==> src/rtl/mac_acc_pipe.sv <==
// rtl/mac_acc_pipe.sv - pipelined signed 16x16 multiply-accumulate dot-product stage (optional saturation: MAC_ACC_SAT_EN)

// 16x16 two's-complement multiplier, full 32-bit product
module mul_tc_16_16 (
  input  logic [15:0] a,
  input  logic [15:0] b,
  output logic [31:0] product
);
  assign product = $signed(a) * $signed(b);
endmodule

module mac_acc_pipe #(
  parameter int ACC_W = 40,
  parameter int CNT_W = 16
) (
  input  logic             clk,
  input  logic             rst_n,
  input  logic             clr,
  input  logic             in_valid,
  output logic             in_ready,
  input  logic [15:0]      in_a,
  input  logic [15:0]      in_b,
  input  logic             in_last,
  output logic             out_valid,
  input  logic             out_ready,
  output logic [ACC_W-1:0] out_data,
  output logic [CNT_W-1:0] out_count,
  output logic             out_ovf
);

  logic             stall;
  logic             accept;
  logic             s1_valid, s1_last;
  logic [15:0]      s1_a, s1_b;
  logic [31:0]      mul_prod;
  logic             s2_valid, s2_last;
  logic [31:0]      s2_prod;
  logic [ACC_W-1:0] acc;
  logic [CNT_W-1:0] cnt;
  logic             start;
  logic [ACC_W-1:0] prod_ext;
  logic [ACC_W-1:0] base;
  logic [ACC_W-1:0] sum;
  logic [CNT_W-1:0] cnt_base;
  logic [CNT_W-1:0] cnt_next;
  logic             s3_fire;

  // A result held against a busy consumer freezes every stage
  assign stall    = out_valid && !out_ready;
  assign in_ready = !stall && !clr;
  assign accept   = in_valid && in_ready;
  assign s3_fire  = s2_valid && !stall;

  mul_tc_16_16 u_mul (
    .a       (s1_a),
    .b       (s1_b),
    .product (mul_prod)
  );

  // S1: operand registers in front of the multiplier
  always_ff @(posedge clk or negedge rst_n) begin
    if (!rst_n) begin
      s1_valid <= 1'b0;
      s1_last  <= 1'b0;
      s1_a     <= '0;
      s1_b     <= '0;
    end else if (clr) begin
      s1_valid <= 1'b0;
    end else if (!stall) begin
      s1_valid <= accept;
      if (accept) begin
        s1_a    <= in_a;
        s1_b    <= in_b;
        s1_last <= in_last;
      end
    end
  end

  // S2: product register
  always_ff @(posedge clk or negedge rst_n) begin
    if (!rst_n) begin
      s2_valid <= 1'b0;
      s2_last  <= 1'b0;
      s2_prod  <= '0;
    end else if (clr) begin
      s2_valid <= 1'b0;
    end else if (!stall) begin
      s2_valid <= s1_valid;
      s2_prod  <= mul_prod;
      s2_last  <= s1_last;
    end
  end

  assign prod_ext = ACC_W'($signed(s2_prod));
  assign base     = start ? '0 : acc;
  assign cnt_base = start ? '0 : cnt;
  // Element count sticks at all-ones rather than wrapping
  assign cnt_next = (cnt_base == '1) ? cnt_base : cnt_base + CNT_W'(1);

`ifdef MAC_ACC_SAT_EN
  localparam logic [ACC_W-1:0] ACC_MAX = {1'b0, {(ACC_W-1){1'b1}}};
  localparam logic [ACC_W-1:0] ACC_MIN = {1'b1, {(ACC_W-1){1'b0}}};
  logic [ACC_W:0] sum_wide;
  logic           sat_now;
  logic           ovf;
  logic           ovf_next;

  // Saturating add: one guard bit exposes signed overflow
  always_comb begin
    sum_wide = {base[ACC_W-1], base} + {prod_ext[ACC_W-1], prod_ext};
    sat_now  = sum_wide[ACC_W] != sum_wide[ACC_W-1];
    sum      = sum_wide[ACC_W-1:0];
    if (sat_now) sum = sum_wide[ACC_W] ? ACC_MIN : ACC_MAX;
    ovf_next = (start ? 1'b0 : ovf) | sat_now;
  end

  // Sticky per-vector overflow, reported with the last result
  always_ff @(posedge clk or negedge rst_n) begin
    if (!rst_n) begin
      ovf     <= 1'b0;
      out_ovf <= 1'b0;
    end else if (clr) begin
      ovf     <= 1'b0;
    end else if (s3_fire) begin
      if (s2_last) begin
        out_ovf <= ovf_next;
        ovf     <= 1'b0;
      end else begin
        ovf     <= ovf_next;
      end
    end
  end
`else
  assign sum     = base + prod_ext;
  assign out_ovf = 1'b0;
`endif

  // S3: accumulate, publish on last, and run the output handshake
  always_ff @(posedge clk or negedge rst_n) begin
    if (!rst_n) begin
      acc       <= '0;
      cnt       <= '0;
      start     <= 1'b1;
      out_valid <= 1'b0;
      out_data  <= '0;
      out_count <= '0;
    end else if (clr) begin
      acc       <= '0;
      cnt       <= '0;
      start     <= 1'b1;
      out_valid <= 1'b0;
    end else begin
      if (out_valid && out_ready) out_valid <= 1'b0;
      if (s3_fire) begin
        if (s2_last) begin
          out_data  <= sum;
          out_count <= cnt_next;
          out_valid <= 1'b1;
          start     <= 1'b1;
        end else begin
          acc   <= sum;
          cnt   <= cnt_next;
          start <= 1'b0;
        end
      end
    end
  end

endmodule

==> config.mk <==
export PLATFORM = sky130hd
export DESIGN_NAME = mac_acc_pipe
export DESIGN_NICKNAME = d
export VERILOG_FILES = /design/src/rtl/mac_acc_pipe.sv
export SDC_FILE = /design/constraint.sdc
export NUM_CORES = 1
export LEC_CHECK = 0
export CORE_UTILIZATION = 55
export CTS_CLUSTER_DIAMETER = 50
export DETAILED_ROUTE_END_ITERATION = 10
export GPL_TIMING_DRIVEN = 1
export MAX_ROUTING_LAYER = met4
export PLACE_DENSITY = 0.7
export SKIP_CTS_REPAIR_TIMING = 1
export SYNTH_ARGS = -nofsm -noshare
export SYNTH_HDL_FRONTEND = slang
export SYNTH_SLANG_ARGS = --single-unit
==> constraint.sdc <==
create_clock -name clk -period 8.2 [get_ports clk]
set_input_delay 0.82 -clock clk [delete_from_list [all_inputs] [get_ports clk]]
set_output_delay 0.82 -clock clk [all_outputs]
set_load 0.03 [all_outputs]
==> results by group <==
Worst setup path
  • Crit-path max FO: 17
  • Cells on worst reg2reg path: 19
  • Largest delay share family, worst path: adder cells
  • Startpoint Class: flip-flop
  • Arr. time, crit path: 6.81 ns
  • CP max stage delay: 0.76 ns
  • CP Class: flip-flop to flip-flop
  • Cell count along the critical path: 19
  • Data required, critical path: 8.55 ns
  • Worst Path Buf+Inv: 3
  • Most Frequent Cell on Critical Path: fa_1
  • CP endpoint kind: flip-flop
  • Slowest CP cell: fa_1
  • CP Cell Sequence: nand2_1 -> inv_1 -> fa_1 -> fa_1 -> fa_1 -> fa_1 -> fa_1 -> inv_1 -> fa_1 -> inv_1 -> ha_1 -> a21o_1 -> a21oi_1 -> o21a_1 -> o211ai_1 -> o311a_1 -> o211a_1 -> or3_1 -> a31o_1

Global route
  • Vias in the first global route: 14800
  • Initial antenna violation count: 0
  • Total track usage: 27.3%
  • Largest net degree at the start of global routing: 112
  • First-pass GRT wire length: 75.5 mm
  • Grt ovf: 0

Yosys
  • Post-Syn Instances: 2049
  • Ranking of synthesized cells by area: fa_1 27%, dfrtp_1 23%, ha_1 7.9%
  • Post-Syn Area: 19400 um2
  • Sequential share of the synthesized area: 23.4%
  • Ys async rst share: 100%
  • Syn Area/Cell: 9.49 um2
  • Most used flip-flop cell after synthesis: dfrtp_1
  • Cell variety after synth: 75
  • Synth Warn #: 0
  • Dominant cell type by area after synthesis: fa_1
  • EDFF count, synth: 0
  • FF+latch count, synth: 182
  • Syn_nets: 2472
  • Top-area cell type share of the netlist area: 27.1%

Timing
  • Pins Over Slew Limit: 0
  • Final hold violation count: 0
  • Endpoints failing setup: 0
  • Achievable Freq: 0.155 GHz
  • Relative slew slack: 37.4%
  • Worst clock skew: 0.0125 ns
  • Unrepaired setup endpoints after global routing: no
  • Slew of the pin with the lowest slew margin: 0.939 ns
  • Setup TNS: 0 ns
  • Tmin final: 6.46 ns
  • Period utilization: 78.7%
  • Worst setup margin: 1.74 ns

Run status
  • Status: completed

Die
  • Cell Rows: 68
  • I/O pin count: 97
  • Core area: 34600 um2
  • Initial core utilization: 56.1%
  • Vert. Die Dim: 190 um
  • Die Area: 36100 um2
  • Die Wd: 190 um

Job
  • Max-cap violations: 0

Cells and area
  • Final instance area: 21300 um2
  • Fill cells: 2977
  • Antenna cells: 0
  • Final net count: 2512
  • Final core utilization: 61.6%
  • P&R area growth vs syn: 9.79%
  • Share of cells above drive strength 1: 5.52%

Min path
  • Hold crit path type: input pin to async pin

Placed design
  • Placement Setup Slack: 1.74 ns
  • Port Buffers: 95
  • DPL Wire Length: 34.1 mm
  • Final GP Congestion: 0.916
  • Cell Area, Placed: 20700 um2

Clocking
  • Clock insertion delay at the later pin of the skew report: 0.46 ns
  • Clk pin slew, worst setup/hold paths: 0.08 ns
  • CTS tree: done
  • H-tree Lvls: 4
  • Clock tree buffer depth: 2
  • Clk sink count: 182
  • Root Buffer: clkbuf_16
  • TritonCTS Buffers: 17

Routing
  • Vias/cell: 5.49
  • DR vias: 14000
  • Initial drt markers: 933
  • Routed len/inst: 17.5 um
  • Final wirelength: 44.7 mm
  • Routed Antenna Nets: 0
  • Drc violations: 0
  • Initial DRT Pass Iterations: 7
==> per-stage QoR <==
stage                     cells  hold WS, ns
after floorplan            2049        0.435
after global placement     2525        0.448
after detailed placement   2525        0.457
after CTS                  2557        0.475
after global routing       2557        0.507
final                      2557        0.391
==> Yosys cell counts, types with 18 or more instances <==
master,number
inv_1,308
nand2_1,284
fa_1,263
dfrtp_1,181
and2_1,139
ha_1,122
o21ai_0,79
clkbuf_1,72
a21oi_1,63
nor2_1,60
mux2_2,49
nor2b_1,47
xnor2_1,47
a22o_1,43
xor2_1,30
a21o_1,24
nand2b_1,22
and3_1,19
nand3_1,18
nor3_1,18
==> cell usage in the layout, fill, tap and decap left out, drive strengths merged, types with 50 or more instances in the layout <==
cell	netlist	routed
a21oi	65	65
mux2	50	50
dfrtp	181	181
and2	139	139
clkdlybuf4s50	0	94
o21ai	87	87
nor2	60	60
inv	308	313
ha	122	122
nand2	284	284
fa	263	263
==> worst paths after layout <==
| kind | startpoint | end | slack [ns] |
|---|---|---|---|
| setup / recovery | s1_a[15] | s2_prod[30] | 1.74 |
| hold / removal | rst_n | out_data[2] | 0.39 |
| setup reg to reg | s1_a[15] | s2_prod[30] | 1.74 |
| hold reg to reg | out_count[4] | out_count[4] | 0.47 |
| max in group asynchronous | rst_n | s1_a[8] | 6.17 |
| min in group clk | out_count[4] | out_count[4] | 0.47 |
==> sequential cells by signal (all words and copies together) (netlist names) <==
register	flops
acc	40
cnt	16
out_count	16
out_data	40
out_valid	1
s1_a	16
s1_b	16
s1_last	1
s1_valid	1
s2_last	1
s2_prod	32
s2_valid	1
start	1
==> kinds of logic (layout without fill, tap and decap cells) <==
kind of cell	after synthesis	count (layout)	share of synthesized area (%)
simple gates	637	637	16.0
compound gates	322	322	11.3
flops	182	182	23.4
other cells	1	1	0.0193
buf+inv	389	442	7.56
mux	56	56	3.22
fa+ha+maj	385	385	34.9
xor+xnor	77	77	3.47
==> routing by layer <==
layer  GRT usage [%]  up-vias  part of all wire, %
li1                -     6638                    -
met1            37.1     6974                   47
met2            43.3      385                   47
met3            3.49       42                  4.3
met4            7.13        0                  1.5
met5               -        -                    0
==> final cells by class <==
| type | count | area, um2 | share of cell area [%] |
|---|---|---|---|
| multi-input cells | 1478 | 13400 | 63.0 |
| flip-flops and latches | 182 | 4560 | 21.3 |
| inverters | 308 | 1160 | 5.42 |
| repair buffers | 102 | 1010 | 4.72 |
| well taps | 455 | 569 | 2.67 |
| clock buffers | 17 | 425 | 1.99 |
| clock inverters | 15 | 191 | 0.897 |
Power is left out: the tool's default activity adds up to more than one toggle a clock period on the data nets, which glitch-free logic cannot reach.
